===== config.mk =====
export PLATFORM = sky130hd
export DESIGN_NAME = instr_encoder
export DESIGN_NICKNAME = d
export VERILOG_FILES = /design/src/rtl/instr_encoder.sv
export SDC_FILE = /design/constraint.sdc
export NUM_CORES = 1
export LEC_CHECK = 0
export ABC_CLOCK_PERIOD_IN_PS = 3500
export CAP_MARGIN = 20
export CELL_PAD_IN_SITES_DETAIL_PLACEMENT = 1
export CELL_PAD_IN_SITES_GLOBAL_PLACEMENT = 2
export CORE_MARGIN = 3
export CORE_UTILIZATION = 41
export CTS_CLUSTER_DIAMETER = 50
export CTS_CLUSTER_SIZE = 12
export DETAILED_ROUTE_END_ITERATION = 7
export GPL_TIMING_DRIVEN = 0
export PLACE_DENSITY = 0.87
export SYNTH_ARGS = -nofsm -noshare
export SYNTH_HDL_FRONTEND = slang
export SYNTH_SLANG_ARGS = --single-unit

===== constraint.sdc =====
create_clock -name clk -period 3.5 [get_ports clk]
set_input_delay 0.7 -clock clk [delete_from_list [all_inputs] [get_ports clk]]
set_output_delay 0.7 -clock clk [all_outputs]
set_load 0.005 [all_outputs]

===== src/rtl/instr_encoder.sv =====
// instr_encoder: packs decoded RV32I fields into 32-bit words, drops illegal bundles (sticky err),
// and queues {addr, word} pairs in a DEPTH-entry FIFO drained through a valid/ready output.
module instr_encoder #(
  parameter logic [31:0] BASE_ADDR = 32'h0000_0000,
  parameter int unsigned DEPTH     = 4
) (
  input  logic                       clk,
  input  logic                       rst,
  input  logic                       clear,
  input  logic                       in_valid,
  output logic                       in_ready,
  input  logic [3:0]                 in_op,
  input  logic [2:0]                 in_funct3,
  input  logic                       in_alt,
  input  logic [4:0]                 in_rd,
  input  logic [4:0]                 in_rs1,
  input  logic [4:0]                 in_rs2,
  input  logic [31:0]                in_imm,
  output logic                       out_valid,
  input  logic                       out_ready,
  output logic [31:0]                out_instr,
  output logic [31:0]                out_addr,
  output logic [$clog2(DEPTH):0]     count,
  output logic                       err
);
  localparam int AW = $clog2(DEPTH);
  localparam int CW = AW + 1;

  localparam logic [6:0] OPC_R      = 7'b0110011;
  localparam logic [6:0] OPC_I      = 7'b0010011;
  localparam logic [6:0] OPC_LOAD   = 7'b0000011;
  localparam logic [6:0] OPC_STORE  = 7'b0100011;
  localparam logic [6:0] OPC_BRANCH = 7'b1100011;
  localparam logic [6:0] OPC_AUIPC  = 7'b0010111;
  localparam logic [6:0] OPC_LUI    = 7'b0110111;
  localparam logic [6:0] OPC_JAL    = 7'b1101111;
  localparam logic [6:0] OPC_JALR   = 7'b1100111;

  logic [31:0]       mem_instr [DEPTH];
  logic [31:0]       mem_addr  [DEPTH];
  logic [AW-1:0]     wr_ptr_q, wr_ptr_d, rd_ptr_q, rd_ptr_d;
  logic [CW-1:0]     count_q, count_d;
  logic [31:0]       addr_q, addr_d;
  logic              err_q, err_d;

  logic [31:0]       word;
  logic              legal, accept, push, pop, is_shift;
  logic              fits_i12, fits_b13, fits_j21;
  logic signed [31:0] imm_s;

  assign imm_s    = $signed(in_imm);
  assign fits_i12 = (imm_s >= -32'sd2048) && (imm_s <= 32'sd2047);
  // Branch/jump offsets are halfword multiples; bit 0 is never encoded.
  assign fits_b13 = (imm_s >= -32'sd4096) && (imm_s <= 32'sd4094) && !in_imm[0];
  assign fits_j21 = (imm_s >= -32'sd1048576) && (imm_s <= 32'sd1048574) && !in_imm[0];
  assign is_shift = (in_funct3 == 3'b001) || (in_funct3 == 3'b101);

  always_comb begin
    word  = '0;
    legal = 1'b1;
    case (in_op)
      4'd0: begin
        word  = {(in_alt ? 7'b0100000 : 7'b0000000), in_rs2, in_rs1, in_funct3, in_rd, OPC_R};
        legal = !in_alt || (in_funct3 == 3'b000) || (in_funct3 == 3'b101);
      end
      4'd1: begin
        if (is_shift) begin
          word  = {1'b0, in_alt, 5'b00000, in_imm[4:0], in_rs1, in_funct3, in_rd, OPC_I};
          legal = (in_imm[31:5] == 27'd0) && !(in_alt && (in_funct3 == 3'b001));
        end else begin
          word  = {in_imm[11:0], in_rs1, in_funct3, in_rd, OPC_I};
          legal = fits_i12;
        end
      end
      4'd2: begin
        word  = {in_imm[11:0], in_rs1, in_funct3, in_rd, OPC_LOAD};
        legal = fits_i12 && !(in_funct3 inside {3'b011, 3'b110, 3'b111});
      end
      4'd3: begin
        word  = {in_imm[11:5], in_rs2, in_rs1, in_funct3, in_imm[4:0], OPC_STORE};
        legal = fits_i12 && (in_funct3 inside {3'b000, 3'b001, 3'b010});
      end
      4'd4: begin
        word  = {in_imm[12], in_imm[10:5], in_rs2, in_rs1, in_funct3,
                 in_imm[4:1], in_imm[11], OPC_BRANCH};
        legal = fits_b13 && !(in_funct3 inside {3'b010, 3'b011});
      end
      4'd5: begin
        word  = {in_imm[31:12], in_rd, OPC_AUIPC};
        legal = (in_imm[11:0] == 12'd0);
      end
      4'd6: begin
        word  = {in_imm[31:12], in_rd, OPC_LUI};
        legal = (in_imm[11:0] == 12'd0);
      end
      4'd7: begin
        word  = {in_imm[20], in_imm[10:1], in_imm[11], in_imm[19:12], in_rd, OPC_JAL};
        legal = fits_j21;
      end
      4'd8: begin
        word  = {in_imm[11:0], in_rs1, in_funct3, in_rd, OPC_JALR};
        legal = fits_i12 && (in_funct3 == 3'b000);
      end
      default: legal = 1'b0;
    endcase
  end

  // in_ready depends only on registered occupancy and clear, never on out_ready.
  assign in_ready  = !clear && (count_q < CW'(DEPTH));
  assign out_valid = (count_q != '0);
  assign out_instr = out_valid ? mem_instr[rd_ptr_q] : 32'd0;
  assign out_addr  = out_valid ? mem_addr[rd_ptr_q]  : 32'd0;
  assign count     = count_q;
  assign err       = err_q;

  assign accept = in_valid && in_ready;
  assign push   = accept && legal;
  assign pop    = out_valid && out_ready && !clear;

  always_comb begin
    wr_ptr_d = wr_ptr_q;
    rd_ptr_d = rd_ptr_q;
    count_d  = count_q;
    addr_d   = addr_q;
    err_d    = err_q;
    if (clear) begin
      wr_ptr_d = '0;
      rd_ptr_d = '0;
      count_d  = '0;
      addr_d   = BASE_ADDR;
      err_d    = 1'b0;
    end else begin
      if (push) begin
        wr_ptr_d = wr_ptr_q + AW'(1);
        addr_d   = addr_q + 32'd4;
      end
      if (pop) rd_ptr_d = rd_ptr_q + AW'(1);
      count_d = count_q + CW'(push) - CW'(pop);
      if (accept && !legal) err_d = 1'b1;
    end
  end

  always_ff @(posedge clk or posedge rst) begin
    if (rst) begin
      wr_ptr_q <= '0;
      rd_ptr_q <= '0;
      count_q  <= '0;
      addr_q   <= BASE_ADDR;
      err_q    <= 1'b0;
    end else begin
      wr_ptr_q <= wr_ptr_d;
      rd_ptr_q <= rd_ptr_d;
      count_q  <= count_d;
      addr_q   <= addr_d;
      err_q    <= err_d;
    end
  end

  always_ff @(posedge clk) begin
    if (push) begin
      mem_instr[wr_ptr_q] <= word;
      mem_addr[wr_ptr_q]  <= addr_q;
    end
  end

endmodule

# Word level (Yosys, flattened, before mapping)

Memories as Yosys holds them, arrays and structs flattened.
Index checks and enable logic that the tools add are counted.
Widths: inputs -> output; s select.

Equality and inequality tests: 14
$lt $le $gt $ge: 7
Add/subtract/negate cells: 5
Reductions and logical operators: 39
Mux-type cells: 18

Operators with widths:

| cell                  | number |
|---|---|
| $pmux 32 s9           | 1 |
| $mux 32               | 5 |
| $add 32x3->32 const B | 1 |
| $ge 32x12->1 const B  | 1 |
| $ge 32x13->1 const B  | 1 |
| $ge 32x21->1 const B  | 1 |
| $le 32x12->1 const B  | 1 |
| $le 32x13->1 const B  | 1 |
| $le 32x21->1 const B  | 1 |
| $logic_not 27->1      | 1 |
| $logic_and 1x1->1     | 17 |
| $eq 4x3->1 const B    | 4 |
| $logic_not 12->1      | 1 |
| $eq 3x3->1 const B    | 3 |
| $reduce_bool 3->1     | 3 |
| $eq 4x2->1 const B    | 2 |
| $mux 2                | 4 |
| $pmux 1 s8            | 1 |
| $reduce_bool 2->1     | 4 |
| $logic_not 1->1       | 7 |
| $eq 3x2->1 const B    | 2 |
| $mux 6                | 1 |
| $mux 1                | 5 |
| $add 2x1->2 const B   | 2 |
| 11 further kinds      | 13 |

Output and inout port bits: 70
Register bits after elaboration: 40
RAM bits: 256
Memories kept: 2
Input port bits: 60

Memories:

| name      | depth | bits a word | read ports | clocked after Yosys merged registers in | wr ports | RTL line | text |
|---|---|---|---|---|---|---|---|
| mem_addr  | 4     | 32          | 1          | 0                                       | 1        | 40       | `logic [31:0] mem_addr [DEPTH];` |
| mem_instr | 4     | 32          | 1          | 0                                       | 1        | 39       | `logic [31:0] mem_instr [DEPTH];` |

# Longest topological paths before layout

Depth after elaboration: 10
Mapped depth: 17
Gate-level depth less buffers: 14

# Worst setup path before layout

OpenSTA, ideal clock, no wires.

Path type: input -> register
From: input port in_op[1]
To: memory mem_addr[0][10] (enable)
Required time: 3.075 ns
Setup slack: -0.779 ns
Data arrival time: 3.853 ns
Library setup time: 0.425 ns
Buffers on the path: 3
Stages: 10
Cells stage by stage: buf_4 -> or2_1 -> buf_6 -> a2111oi_4 -> a21oi_1 -> o41ai_2 -> a211oi_2 -> buf_6 -> nor2_2 -> and2_1

Longest elaborated chain between the ends: 6
Elaborated cells on any way between the ends: 14

RTL lines:

| element                          | RTL line | text |
|---|---|---|
| start: declaration               | 12       | `input logic [3:0] in_op,` |
| $eq 4x3->1                       | 61       | `case (in_op)` |
| $reduce_or 2->1 (no line)        | --       |  |
| $pmux 1 s8 (*)                   | 61       |  |
| $logic_and 1x1->1 (*)            | 117      | `assign push = accept && legal;` |
| $mux 1 (*)                       | 160      | `if (push) begin` |
| $mux 1 (implied by the code) (*) | 162      | `mem_addr[wr_ptr_q] <= addr_q;` |
| end: declaration                 | 40       |  |

Every way passes the cells marked *; elsewhere a longest branch is shown, timed or not.

# Worst setup path in the final report

From: input port in_imm[18]
To: register count_q[2], in the netlist count[2]

Longest elaborated chain between the ends: 9
Elaborated cells on any way between the ends: 23

RTL lines:

| element                                      | RTL line | text |
|---|---|---|
| start: declaration                           | 18       | `input logic [31:0] in_imm,` |
| $ge 32x13->1 or $le 32x13->1 (tied branches) | 54       | `assign fits_b13 = (imm_s >= -32'sd4096) && (imm_s <= 32'sd4094) && !in_imm[0];` |
| $logic_and 1x1->1 (2 in series)              | 54       |  |
| $logic_and 1x1->1                            | 86       | `legal = fits_b13 && !(in_funct3 inside {3'b010, 3'b011});` |
| $pmux 1 s8 (*)                               | 61       |  |
| $logic_and 1x1->1 (*)                        | 117      |  |
| $add 3x1->3 (*)                              | 138      | `count_d = count_q + CW'(push) - CW'(pop);` |
| $sub 3x1->3 (*)                              | 138      |  |
| $mux 3 (*)                                   | 126      | `if (clear) begin` |
| named net count_d[2]                         | 42       | `logic [CW-1:0] count_q, count_d;` |
| end signal: assignment                       | 153      | `count_q <= count_d;` |
| end: declaration                             | 42       |  |

Mark *: on every way through the listed nets, which the timed path passes. The rest lies on a longest branch.
A chain may end at the register's enable or synchronous reset.

==> metrics.yaml <==
placed_area_mm2: 0.0141
detailedPlace.worstSlack_ns: -1.07
core_region_area_mm2: 0.0291
synth_simple_gate_area_share_pct: 10.6
tritoncts_clock_tree: "built"
synth-seq-cells: 282
fp.dieW_um: 179
globalRouteTotalUtil_pct: 19.5
first_global_vias: 8040
postSynthCellCount: 768
yosys_warnings: 0
yosys.area_share.adder_pct: 0.877
met1Wirelength_mm: 13.7
wl_met2_mm: 15.4
hold_start: "err"
layout.nets: 1000
synth_seq_area_share_pct: 67.4
cts_max_level: 1
dr_total_vias: 7595
detail_route.vias_per_cell: 5.67
power.switching_mw: 2.17
final-max-slew-violation-count: 0
post_route_cells_drive_above_1_share_pct: 16.2
report.final.setup_viol: 0
run_status: "finished, final reports clean"
clock_latency_ns: 0.55
drt.antenna.violating_nets: 0
synth_xor_area_share_pct: 0.499
final_design_area_no_fill_mm2: 0.0152
pwr_density_cell_mw_per_mm2: 569
detail_route.iter0.violations: 689
critPathCaptureType: "flip-flop"
timing.hold.worst.class: "reg -> reg"
maxUsedRoutingLayer: "met5"
drc_errors: 0
clockPowerShare_pct: 34.2
comb_power_share_pct: 22.8
num_rows: 62
number_of_sinks_on_the_clock_net: 282
dpl.hpwl_mm: 21.0
nFillCells: 2821
yosys-mux-area-fraction_pct: 12.2
r2r_setup_slack_ns: 0.63
synth_top_area_share_pct: 59.7
worstPathMaxFanout: 10
antenna_cells: 0
die_area_mm2: 0.0321
grt_first_pass_wirelength_mm: 47.8
antenna_found_initial: 1
gp_routability_congestion: 0.845
synth-compound-area-share_pct: 5.99
worst_ep_arrival_ns: 3.82
ys.flop_type: "edfxtp_1"
finalWirelength_mm: 31.5
internal_power_mw: 6.45
worst_ep_required_time_ns: 3.90
instances_no_fill: 1340
rsz_0062_raised_after_global_routing: "true"
buffer_ports.inserted: 124
largest_area_contributor_in_the_synthesized_netlist: "edfxtp_1"
post_layout_min_period_ns: 3.42
grt_max_degree: 40
power_frac_seq_pct: 43.0
clk_pin_slew_ns: 0.06
cp-startpoint: "in_imm[18]"
synthTopCellsByArea: "edfxtp_1 60%, mux4_2 11%, dfrtp_1 7.7%"
cap_violations: 0
grt_remaining_overflow: 0
fin_util_pct: 52.1
initial_core_util_pct: 42.2
netSwitchingFraction_pct: 25.2
ctsLongestPathBuffers: 3
transition_time_at_the_pin_with_the_least_slew_margin_ns: 0.890
cts_root_buf: "clkbuf_16"
place.detailed.instances: 1281
ys_async_sr_fraction_pct: 13.5
final-hold-violation-count: 0
vdd_ir_drop_max_mv: 0.439
number_of_buffers_inserted_during_clock_tree_synthesis: 30
r2r_start: "addr_q[6]"
clock_skew_ns: 0.0101
p_leak_nw: 5.32
timing.max_slew.rel_slack_pct: 40.6
worstSetupStartpointType: "input port"
synth.cell_area_mm2: 0.0123
wl_per_cell_um: 23.5
syn_area_per_cell_um2: 16.0
die_boundary_height_um: 179
detailed_routing_iteration_count_for_the_pre_antenna_repair_pass: 5
synth_cell_types: 56
synth-edff-count: 244
worst-setup-path-type: "in -> reg"
fmax_ghz: 0.293
setup_slack_ns: 0.0841
io_pins: 130
finalCritPeriodShare_pct: 97.6
wl_met3_mm: 1.75
combinational_family_with_the_most_area_after_synthesis: "multiplexers"
layout-area-overhead-vs-synth_pct: 23.4
## timing repair
action | 4_1_cts | 5_1_grt
pin swaps | 4 | 8
hold buffers | 0 | 0
setup endpoints to repair | 308 | 177
gates resized for setup | 38 | 12
cloned | 0 | 4
setup buffers | 2 | 0
## flip-flops by register name, indices dropped and copies added, names as in the netlist
register / cells
addr_q: 30
err: 1
mem_instr: 124
mem_addr: 120
count: 3
rd_ptr_q: 2
wr_ptr_q: 2
## synthesized netlist by cell type (16+ instances only)
library cell / instances
a21oi_1: 29
o31ai_1: 19
dfrtp_1: 38
or4_1: 21
nor2_1: 26
and2_1: 68
clkbuf_1: 31
nand4_1: 17
nand3_1: 16
edfxtp_1: 244
nand2_1: 34
o21ai_0: 18
inv_1: 16
mux4_2: 61
## cells in the final DEF (no fill, tap or decap), types with 4 or more instances in the layout
master	netlist	routed
a22o_1	14	14
and2_2	0	4
and2_1	68	64
clkbuf_16	0	32
or4_1	21	19
nand3_1	16	16
edfxtp_1	244	244
nor3_1	5	5
and3_1	5	5
and2_4	0	4
clkbuf_2	0	4
or3_1	6	5
nand2_1	34	34
a21oi_1	29	29
clkbuf_4	0	4
buf_6	4	4
mux2_2	5	5
clkdlybuf4s50_1	0	115
xor2_1	5	5
nand4_1	17	17
dlymetal6s2s_1	0	6
clkinv_2	0	4
a222oi_1	5	5
inv_1	16	15
dfrtp_1	38	37
mux4_2	61	61
nor4_1	7	7
buf_4	4	8
nor2_1	26	25
o31ai_1	19	19
o21ai_0	18	18
ha_1	7	7
clkbuf_1	31	37
nor2b_1	9	9
mux2i_1	7	7
## power by group through the flow
stage	sequential (mW)	combinational, mW	clock [mW]
final	3.71	1.96	2.95
after global routing	3.71	2.14	3.14
after CTS	3.71	2.00	3.01
after detailed placement	3.76	1.99	0
after global placement	3.76	1.97	0
after floorplan	3.75	0.962	0
## worst max-delay path, cell delays in order
cell and delay [ns]:
clkdlybuf4s50_1 0.45, or4_4 0.53, nor2_4 0.14, nand3b_1 0.16, a221oi_4 0.35, a211oi_4 0.09
buf_6 0.17, nor2_4 0.08, inv_1 0.05, ha_1 0.26, inv_1 0.06, ha_1 0.14
inv_1 0.05, fa_1 0.37, xnor2_1 0.15, nor2_1 0.06
## per-stage QoR
| stage | power, mW | hold WS [ns] | TNS [ns] |
|---|---|---|---|
| floorplan | 4.71 | 0.483 | -6.30 |
| global placement | 5.73 | 0.516 | -372.16 |
| detailed placement | 5.74 | 0.501 | -204.26 |
| CTS | 8.71 | 0.529 | 0 |
| global route | 9.00 | 0.544 | -0.0452 |
| finish | 8.62 | 0.525 | 0 |
## final cells by class
| class | count | area, µm² | area share (%) |
|---|---|---|---|
| multi-input cells | 427 | 3810 | 25.2 |
| inverters | 16 | 60.1 | 0.396 |
| repair buffers | 130 | 1360 | 8.94 |
| clock inverters | 7 | 45.0 | 0.297 |
| flip-flops and latches | 282 | 8280 | 54.6 |
| clock buffers | 49 | 875 | 5.77 |
| well taps | 384 | 480 | 3.17 |
| plain buffers | 45 | 245 | 1.62 |
## logic make-up (layout without fill, tap and decap cells)
| group | Yosys count | count (layout) |
|---|---|---|
| AOI/OAI and AO/OA | 104 | 104 |
| xor gates and xnor gates | 7 | 7 |
| adders and majority gates | 8 | 8 |
| buffers and inverters | 64 | 247 |
| DFF | 282 | 282 |
| muxes | 73 | 73 |
| other | 1 | 2 |
| and+or+nand+nor | 229 | 233 |
## path summary, 6_finish.rpt
kind,endpoint,cells past startpoint
worst min-delay path,err,1
worst min register to register,err,1
max in group asynchronous,rd_ptr_q[0],2
worst max register to register,addr_q[25],7
worst max-delay path,count[2],16
min in group asynchronous,count[1],2
## routing by layer
metal | up-vias | GRT usage [%]
met1 | 3943 | 27.5
met4 | 2 | 4.81
met2 | 222 | 32.2
met3 | 43 | 2.73
li1 | 3385 | -
met5 | - | 0
Power figures use the tool's default switching activity.
